`config.mk`:
```
export PLATFORM = sky130hd
export DESIGN_NAME = procedural_result_accum
export DESIGN_NICKNAME = d
export VERILOG_FILES = /design/src/rtl/procedural_result_accum.sv
export SDC_FILE = /design/constraint.sdc
export NUM_CORES = 1
export LEC_CHECK = 0
export ABC_CLOCK_PERIOD_IN_PS = 4200
export CAP_MARGIN = 20
export CORE_UTILIZATION = 58
export DETAILED_ROUTE_END_ITERATION = 12
export PLACE_DENSITY = 0.94
export SETUP_SLACK_MARGIN = 0.15
export SLEW_MARGIN = 40
export SYNTH_ARGS = -nofsm -noshare
export SYNTH_HDL_FRONTEND = slang
export SYNTH_SLANG_ARGS = --single-unit
```
`constraint.sdc`:
```
create_clock -name clk -period 4.2 [get_ports clk]
set_input_delay 0.42 -clock clk [delete_from_list [all_inputs] [get_ports clk]]
set_output_delay 0.42 -clock clk [all_outputs]
set_load 0.005 [all_outputs]
```
`src/rtl/procedural_result_accum.sv`:
```
// procedural_result_accum
//   Groups BURST_LEN result pairs from an upstream compute stage into one
//   summary: sum1 is the sum of res1 (unsigned), chk2 is the XOR-fold of
//   res2, and ovf records that the sum carried out of ACC_W bits.
//
// Parameters
//   BURST_LEN  beats per burst (2..255)
//   ACC_W      accumulator width (17..32)
//
// Ports
//   clk        rising-edge clock
//   rst_n      synchronous active-low reset
//   in_valid   upstream result pair valid
//   in_ready   block accepts a pair (high in IDLE/ACCUM, low in EMIT)
//   res1       primary result, unsigned
//   res2       secondary result
//   out_valid  summary valid (registered, one cycle after last beat)
//   out_ready  downstream accepts summary
//   sum1       accumulated res1
//   chk2       XOR-fold of res2
//   ovf        sum1 overflowed ACC_W bits during the burst
//   busy       state is not IDLE
//
// Configuration macro
//   PROCEDURAL_ACCUM_SAT_EN  defined: accumulator saturates at all-ones on
//                            overflow; undefined: accumulator wraps.
//                            ovf is flagged in both builds.

module procedural_result_accum #(
    parameter int unsigned BURST_LEN = 4,
    parameter int unsigned ACC_W     = 24
) (
    input  logic             clk,
    input  logic             rst_n,
    input  logic             in_valid,
    output logic             in_ready,
    input  logic [15:0]      res1,
    input  logic [15:0]      res2,
    output logic             out_valid,
    input  logic             out_ready,
    output logic [ACC_W-1:0] sum1,
    output logic [15:0]      chk2,
    output logic             ovf,
    output logic             busy
);

    typedef enum logic [1:0] {
        IDLE  = 2'd0,
        ACCUM = 2'd1,
        EMIT  = 2'd2
    } state_t;

    state_t            state_q, state_d;
    logic [ACC_W-1:0]  acc1_q, acc1_d;
    logic [15:0]       acc2_q, acc2_d;
    logic              acc_ovf_q, acc_ovf_d;
    logic [7:0]        cnt_q, cnt_d;
    logic              out_valid_q, out_valid_d;
    logic [ACC_W-1:0]  sum1_q, sum1_d;
    logic [15:0]       chk2_q, chk2_d;
    logic              ovf_q, ovf_d;

    logic              accept;
    logic [ACC_W:0]    sum_ext;
    logic [ACC_W-1:0]  acc1_next;
    logic [15:0]       acc2_next;
    logic              ovf_next;

    assign in_ready  = (state_q != EMIT);
    assign busy      = (state_q != IDLE);
    assign out_valid = out_valid_q;
    assign sum1      = sum1_q;
    assign chk2      = chk2_q;
    assign ovf       = ovf_q;

    assign accept  = in_valid & in_ready;
    assign sum_ext = {1'b0, acc1_q} + (ACC_W+1)'(res1);

    // Running accumulation for a beat taken in ACCUM. Once saturated, any
    // further non-zero addend carries again, so the value stays pinned.
    always_comb begin
        acc2_next = acc2_q ^ res2;
        ovf_next  = acc_ovf_q | sum_ext[ACC_W];
`ifdef PROCEDURAL_ACCUM_SAT_EN
        acc1_next = sum_ext[ACC_W] ? '1 : sum_ext[ACC_W-1:0];
`else
        acc1_next = sum_ext[ACC_W-1:0];
`endif
    end

    always_comb begin
        state_d     = state_q;
        acc1_d      = acc1_q;
        acc2_d      = acc2_q;
        acc_ovf_d   = acc_ovf_q;
        cnt_d       = cnt_q;
        out_valid_d = out_valid_q;
        sum1_d      = sum1_q;
        chk2_d      = chk2_q;
        ovf_d       = ovf_q;

        case (state_q)
            IDLE: begin
                if (accept) begin
                    acc1_d    = ACC_W'(res1);
                    acc2_d    = res2;
                    acc_ovf_d = 1'b0;
                    cnt_d     = 8'd1;
                    state_d   = ACCUM;
                end
            end
            ACCUM: begin
                if (accept) begin
                    acc1_d    = acc1_next;
                    acc2_d    = acc2_next;
                    acc_ovf_d = ovf_next;
                    cnt_d     = cnt_q + 8'd1;
                    // Summary registers are loaded with the final values
                    // here so they sit stable for the whole EMIT state and
                    // hold between bursts.
                    if (cnt_q + 8'd1 == 8'(BURST_LEN)) begin
                        state_d     = EMIT;
                        out_valid_d = 1'b1;
                        sum1_d      = acc1_next;
                        chk2_d      = acc2_next;
                        ovf_d       = ovf_next;
                    end
                end
            end
            EMIT: begin
                if (out_ready) begin
                    state_d     = IDLE;
                    out_valid_d = 1'b0;
                end
            end
            default: begin
                state_d     = IDLE;
                out_valid_d = 1'b0;
            end
        endcase
    end

    always_ff @(posedge clk) begin
        if (!rst_n) begin
            state_q     <= IDLE;
            acc1_q      <= '0;
            acc2_q      <= '0;
            acc_ovf_q   <= 1'b0;
            cnt_q       <= '0;
            out_valid_q <= 1'b0;
            sum1_q      <= '0;
            chk2_q      <= '0;
            ovf_q       <= 1'b0;
        end else begin
            state_q     <= state_d;
            acc1_q      <= acc1_d;
            acc2_q      <= acc2_d;
            acc_ovf_q   <= acc_ovf_d;
            cnt_q       <= cnt_d;
            out_valid_q <= out_valid_d;
            sum1_q      <= sum1_d;
            chk2_q      <= chk2_d;
            ovf_q       <= ovf_d;
        end
    end

endmodule

```
# [Yosys cells after proc, flatten, opt, wreduce, memory -nomap -nowiden]
# Index checks and enable logic that the tools add are counted.
[word_totals] regBits=93 input_bits=36 output_inout_bits=44 wordCells=51
[op_classes] addsub=2 n_eq_ne=8 n_mux=21 bitwise=4 reduce_logical=7
[op_table] op="24-bit two-way mux" n=2
[op_table] op="24-bit case mux with 2 select lines" n=1
[op_table] op="16-bit two-way mux" n=2
[op_table] op="16-bit case mux with 2 select lines" n=1
[op_table] op="24-bit by 16-bit adder with 25-bit output" n=1
[op_table] op="8-bit two-way mux" n=2
[op_table] op="8-bit case mux with 2 select lines" n=1
[op_table] op="16-bit XOR" n=1
[op_table] op="2-bit inequality test (second input constant)" n=5
[op_table] op="8-bit by 1-bit adder with 8-bit output (second input constant)" n=1
[op_table] op="8-bit by 3-bit == test with 1-bit output (second input constant)" n=1
[op_table] op="2-bit two-way mux" n=4
[op_table] op="4-bit AND reduction" n=2
[op_table] op="2-bit case mux with 3 select lines" n=1
[op_table] op="3-bit AND reduction" n=2
[op_table] op="1-bit two-way mux" n=5
[op_table] op="2-bit nonzero test" n=2
[op_table] op="1-bit case mux with 3 select lines" n=1
[op_table] op="2-bit by 1-bit == test with 1-bit output (second input constant)" n=1
[op_table] op="2-bit == test (second input constant)" n=1
[op_table] op="2-bit zero test" n=1
[op_table] op="1-bit case mux with 2 select lines" n=1
[op_table] op="1-bit bitwise AND" n=1
[op_table] op="1-bit inverter" n=1
[op_table] op="1-bit bitwise OR" n=1

# [Longest topological paths before layout]
[depth] depth_word=5 ltp_mapped=10 depth_no_buf=9

# [Worst setup path after synthesis]
# No wires, ideal clock.
[synth_path] path_kind="input to register" startpoint="in res1[0]" endpoint="reg acc1_q[10]" setup_ns=0.128 arrival_time_ns=2.369 required_time_ns=4.072 setup_slack_ns=1.704 cell_stages=9 path_buffers=0 path_cell_list="ha_1 fa_1 a21o_1 a221oi_2 nor3_1 a2111oi_2 xnor2_1 a221oi_2 nor2_1"
[synth_between] elab_chain_len=3
[synth_lines] element="from (decl)" line="37" text="input logic [15:0] res1,"
[synth_lines] element="24-bit by 16-bit adder with 25-bit output" line="77" text="assign sum_ext = {1'b0, acc1_q} + (ACC_W+1)'(res1);"
[synth_lines] element="24-bit two-way mux" line="113" text="if (accept) begin"
[synth_lines] element="24-bit case mux with 2 select lines" line="102" text="case (state_q)"
[synth_lines] element="to (signal assigned)" line="146" text="acc1_q <= '0;"
[synth_lines] element="to (signal assigned)" line="156" text="acc1_q <= acc1_d;"
[synth_lines] element="to (decl)" line="54" text="logic [ACC_W-1:0] acc1_q, acc1_d;"
# No other way between the ends. The select of a mux whose other input is x is not followed.
# A chain may end at the register's enable or synchronous reset.

# [Worst setup path in the final report]
[layout_path] startpoint="in res1[3]" endpoint="reg sum1_q[23], in the netlist sum1[23]"
[layout_between] elab_chain_len=1
[layout_lines] element="24-bit by 16-bit adder with 25-bit output" line="77"
[layout_lines] element="to (signal assigned)" line="161" text="sum1_q <= sum1_d;"
[layout_lines] element="to (decl)" line="59" text="logic [ACC_W-1:0] sum1_q, sum1_d;"
# No other way between the ends.

==> impl_metrics.tcl <==
set metrics [dict create \
    peakVddDrop_uv 169.6 \
    hp-class "flip-flop to flip-flop" \
    synth_area_mm2 0.004969 \
    synth_top_area_share_pct 37.47 \
    start_util_pct 60.17 \
    setup_viol 0 \
    gr-total-overflow 0 \
    final_cells 753 \
    core-area_mm2 0.008258 \
    p_seq_share_pct 47.3 \
    diodes 0 \
    drv_slew 0 \
    synth.distinct_cells 60 \
    cts_max_level 3 \
    cp_max_fo 5 \
    dp_cells 737 \
    via_count 4753 \
    post_cts_buffers 0 \
    synthesis.nets 640 \
    synth-compound-area-share_pct 24.98 \
    hold_buffers 0 \
    post_synth.cell_area_avg_um2 8.493 \
    ys_warn_count 0 \
    worstMarginPinSlew_ns 0.7635 \
    grt_max_degree 76 \
    p_int_mw 1.429 \
    period_share_pct 67.73 \
    sw_frac_of_total_pct 27.64 \
    synthXorXnorAreaFrac_pct 7.051 \
    num_rows 33 \
    finClkSkew_ns 0.008429 \
    drive_gt1_share_pct 8.025 \
    portBuffers 79 \
    place.gp.congestion 0.9485 \
    comb_power_share_pct 18.2 \
    clk_pin_slew_ns 0.09 \
    synth-simple-area-share_pct 17.07 \
    fin_tns_setup_ns 0 \
    synth.largest_area_cell "dfxtp_1" \
    clock_sinks 93 \
    wl_per_cell_um 17.25 \
    final_cell_mix "93 x dfxtp_1, 79 x clkdlybuf4s50_1, 75 x nor2_1, 65 x nand2_1, 44 x a21oi_1" \
    die_x_um 94.56 \
    crit_required_ns 4.47 \
    hpwl_um 8445 \
    start_kind "input pin" \
    rsz0062_at_grt "false" \
    fmax_mhz 351.5 \
    finalWirelength_um 12990 \
    layout_commonest_cell "dfxtp_1" \
    ys_seq_elements 93 \
    num-fill-cells 632 \
    cts_inserted_buffers 9 \
    endpoint_kind "flip-flop" \
    cts_tree "built" \
    max_slew_margin_pct 49.05 \
    yosysSeqAreaShare_pct 37.47 \
    synth_area_leaders "dfxtp_1 37%, nor2_1 5.7%, xnor2_1 5.5%" \
    nNetsFinal 699 \
    async_flop_share_pct 0 \
    ios 80 \
    grt_pass1_vias 4558 \
    status "complete, no violations" \
    die_h_um 94.56 \
    firstDrtPassIters 6 \
    die-area_mm2 0.008941 \
    grt_pass1_wl_um 21400 \
    p_per_area_mw_per_mm2 329.3 \
    crit_arrival_ns 3.12 \
    switchingPower_mw 0.5457 \
    via_per_inst 6.312 \
    track_usage_pct 30.52 \
    muxShareOfSynthArea_pct 4.231 \
    leakagePower_nw 2.142 \
    fin_crit_ns 2.845 \
    power_frac_clock_pct 34.5 \
    synth_edf_count 0 \
    synth_top_family_by_area "compound AO/OA/AOI/OAI gates" \
    drt_iter0_drc 243 \
    synth_cells 585 \
    worstSetupPathType "input pin to flip-flop" \
    clk_latency_ns 0.37 \
    antenna_found_initial 0 \
    post_cts_resized 0 \
    maxCapViolations 0 \
    ant_nets 0 \
    clockBufferDepth 2 \
    synth_fa_ha_area_share_pct 4.936 \
    hold_viol 0 \
    root_buffer "clkbuf_8" \
    synthToLayoutAreaGrowth_pct 20.67 \
    drcViolationCount 0 \
    synth_ff_type "dfxtp_1" \
]
flip-flops by register name, indices dropped and copies added, names as in the netlist:
| register | flops |
|---|---|
| state_q | 2 |
| sum1 | 24 |
| acc2_q | 16 |
| ovf | 1 |
| chk2 | 16 |
| cnt_q | 8 |
| acc_ovf_q | 1 |
| out_valid | 1 |
| acc1_q | 24 |
critical path: stages:
cell and delay, ns:
clkdlybuf4s50_1 0.45, ha_1 0.41, nand3_1 0.13, nor2_1 0.25, o21ai_2 0.11, a2111oi_2 0.61, o2111ai_1 0.26, xnor2_1 0.21
a211oi_1 0.26
cells by family (layout without fill, tap and decap cells):
family / after synthesis / in the layout
multiplexers: 21 / 21
XOR/XNOR: 40 / 40
adder cells (fa/ha/maj): 19 / 19
AND/OR/NAND/NOR: 190 / 190
AO/OA/AOI/OAI: 178 / 178
flip-flops: 93 / 93
buffers and inverters: 44 / 107
power by group through the flow:
stage / logic, mW / registers [mW] / clock network, mW
floorplan: 0.253 / 0.947 / 0
global placement: 0.330 / 0.950 / 0
detailed placement: 0.345 / 0.953 / 0
CTS: 0.351 / 0.933 / 0.684
global route: 0.395 / 0.937 / 0.721
finish: 0.360 / 0.934 / 0.681
Yosys cell counts, types with 2 or more instances:
| library cell | count |
|---|---|
| a211oi_1 | 20 |
| nor2_1 | 75 |
| a21boi_0 | 2 |
| a211oi_2 | 11 |
| o21ai_0 | 37 |
| buf_4 | 2 |
| o221ai_1 | 5 |
| mux2i_1 | 21 |
| nand4_1 | 4 |
| o21ba_2 | 2 |
| o211ai_1 | 3 |
| a21oi_1 | 44 |
| xor2_1 | 9 |
| a311o_1 | 2 |
| and2_1 | 4 |
| nor2b_1 | 2 |
| clkbuf_1 | 25 |
| a2111oi_2 | 2 |
| a21o_1 | 4 |
| buf_1 | 3 |
| o22ai_1 | 4 |
| buf_6 | 3 |
| nand2b_1 | 4 |
| xnor2_1 | 31 |
| a31oi_1 | 7 |
| a221oi_2 | 2 |
| nand3_1 | 12 |
| a22oi_1 | 19 |
| and3_1 | 6 |
| dfxtp_1 | 93 |
| or3_1 | 2 |
| ha_1 | 18 |
| buf_2 | 3 |
| a31o_2 | 2 |
| or2_2 | 2 |
| nand2_1 | 65 |
| nor3_1 | 6 |
| and3_4 | 2 |
| inv_1 | 6 |
metrics by stage:
stage	total power [mW]	hold slack [ns]	cell area [um2]	setup WS, ns	util (%)
5_1_grt	2.053	0.4645	5996	1.153	72.61
4_1_cts	1.969	0.4554	5976	1.401	72.36
2_1_floorplan	1.200	0.4356	4969	1.704	-
3_5_place_dp	1.298	0.4431	5752	1.018	69.65
3_3_place_gp	1.280	0.4395	5751	1.133	69.64
6_report	1.974	0.4524	5996	1.355	72.61
final timing paths:
| check | startpoint | to | slack, ns | cells past startpoint |
|---|---|---|---|---|
| worst max-delay path | res1[3] | sum1[23] | 1.36 | 9 |
| worst min-delay path | sum1[4] | sum1[4] | 0.45 | 2 |
| worst max register to register | cnt_q[0] | chk2[12] | 1.58 | 8 |
| worst min register to register | sum1[4] | sum1[4] | 0.45 | 2 |
layer usage:
metal	routed length [um]	share of wire [%]	track usage (%)
met1	5207	40	36.28
met2	6398	49	54.17
met3	911	7.0	4.187
met4	474	3.6	14.27
met5	0	0	0
layout make-up:
type / instances / area [um2] / area share, %
Clock buffer: 12 / 155.1 / 2.588
Clock inverter: 3 / 68.82 / 1.148
Inverter: 6 / 22.52 / 0.3756
Multi-Input combinational cell: 448 / 2900 / 48.37
Sequential cell: 93 / 1862 / 31.05
Tap cell: 105 / 131.4 / 2.191
Timing Repair Buffer: 86 / 855.8 / 14.27
No activity file was read; power rests on OpenSTA's default activity.
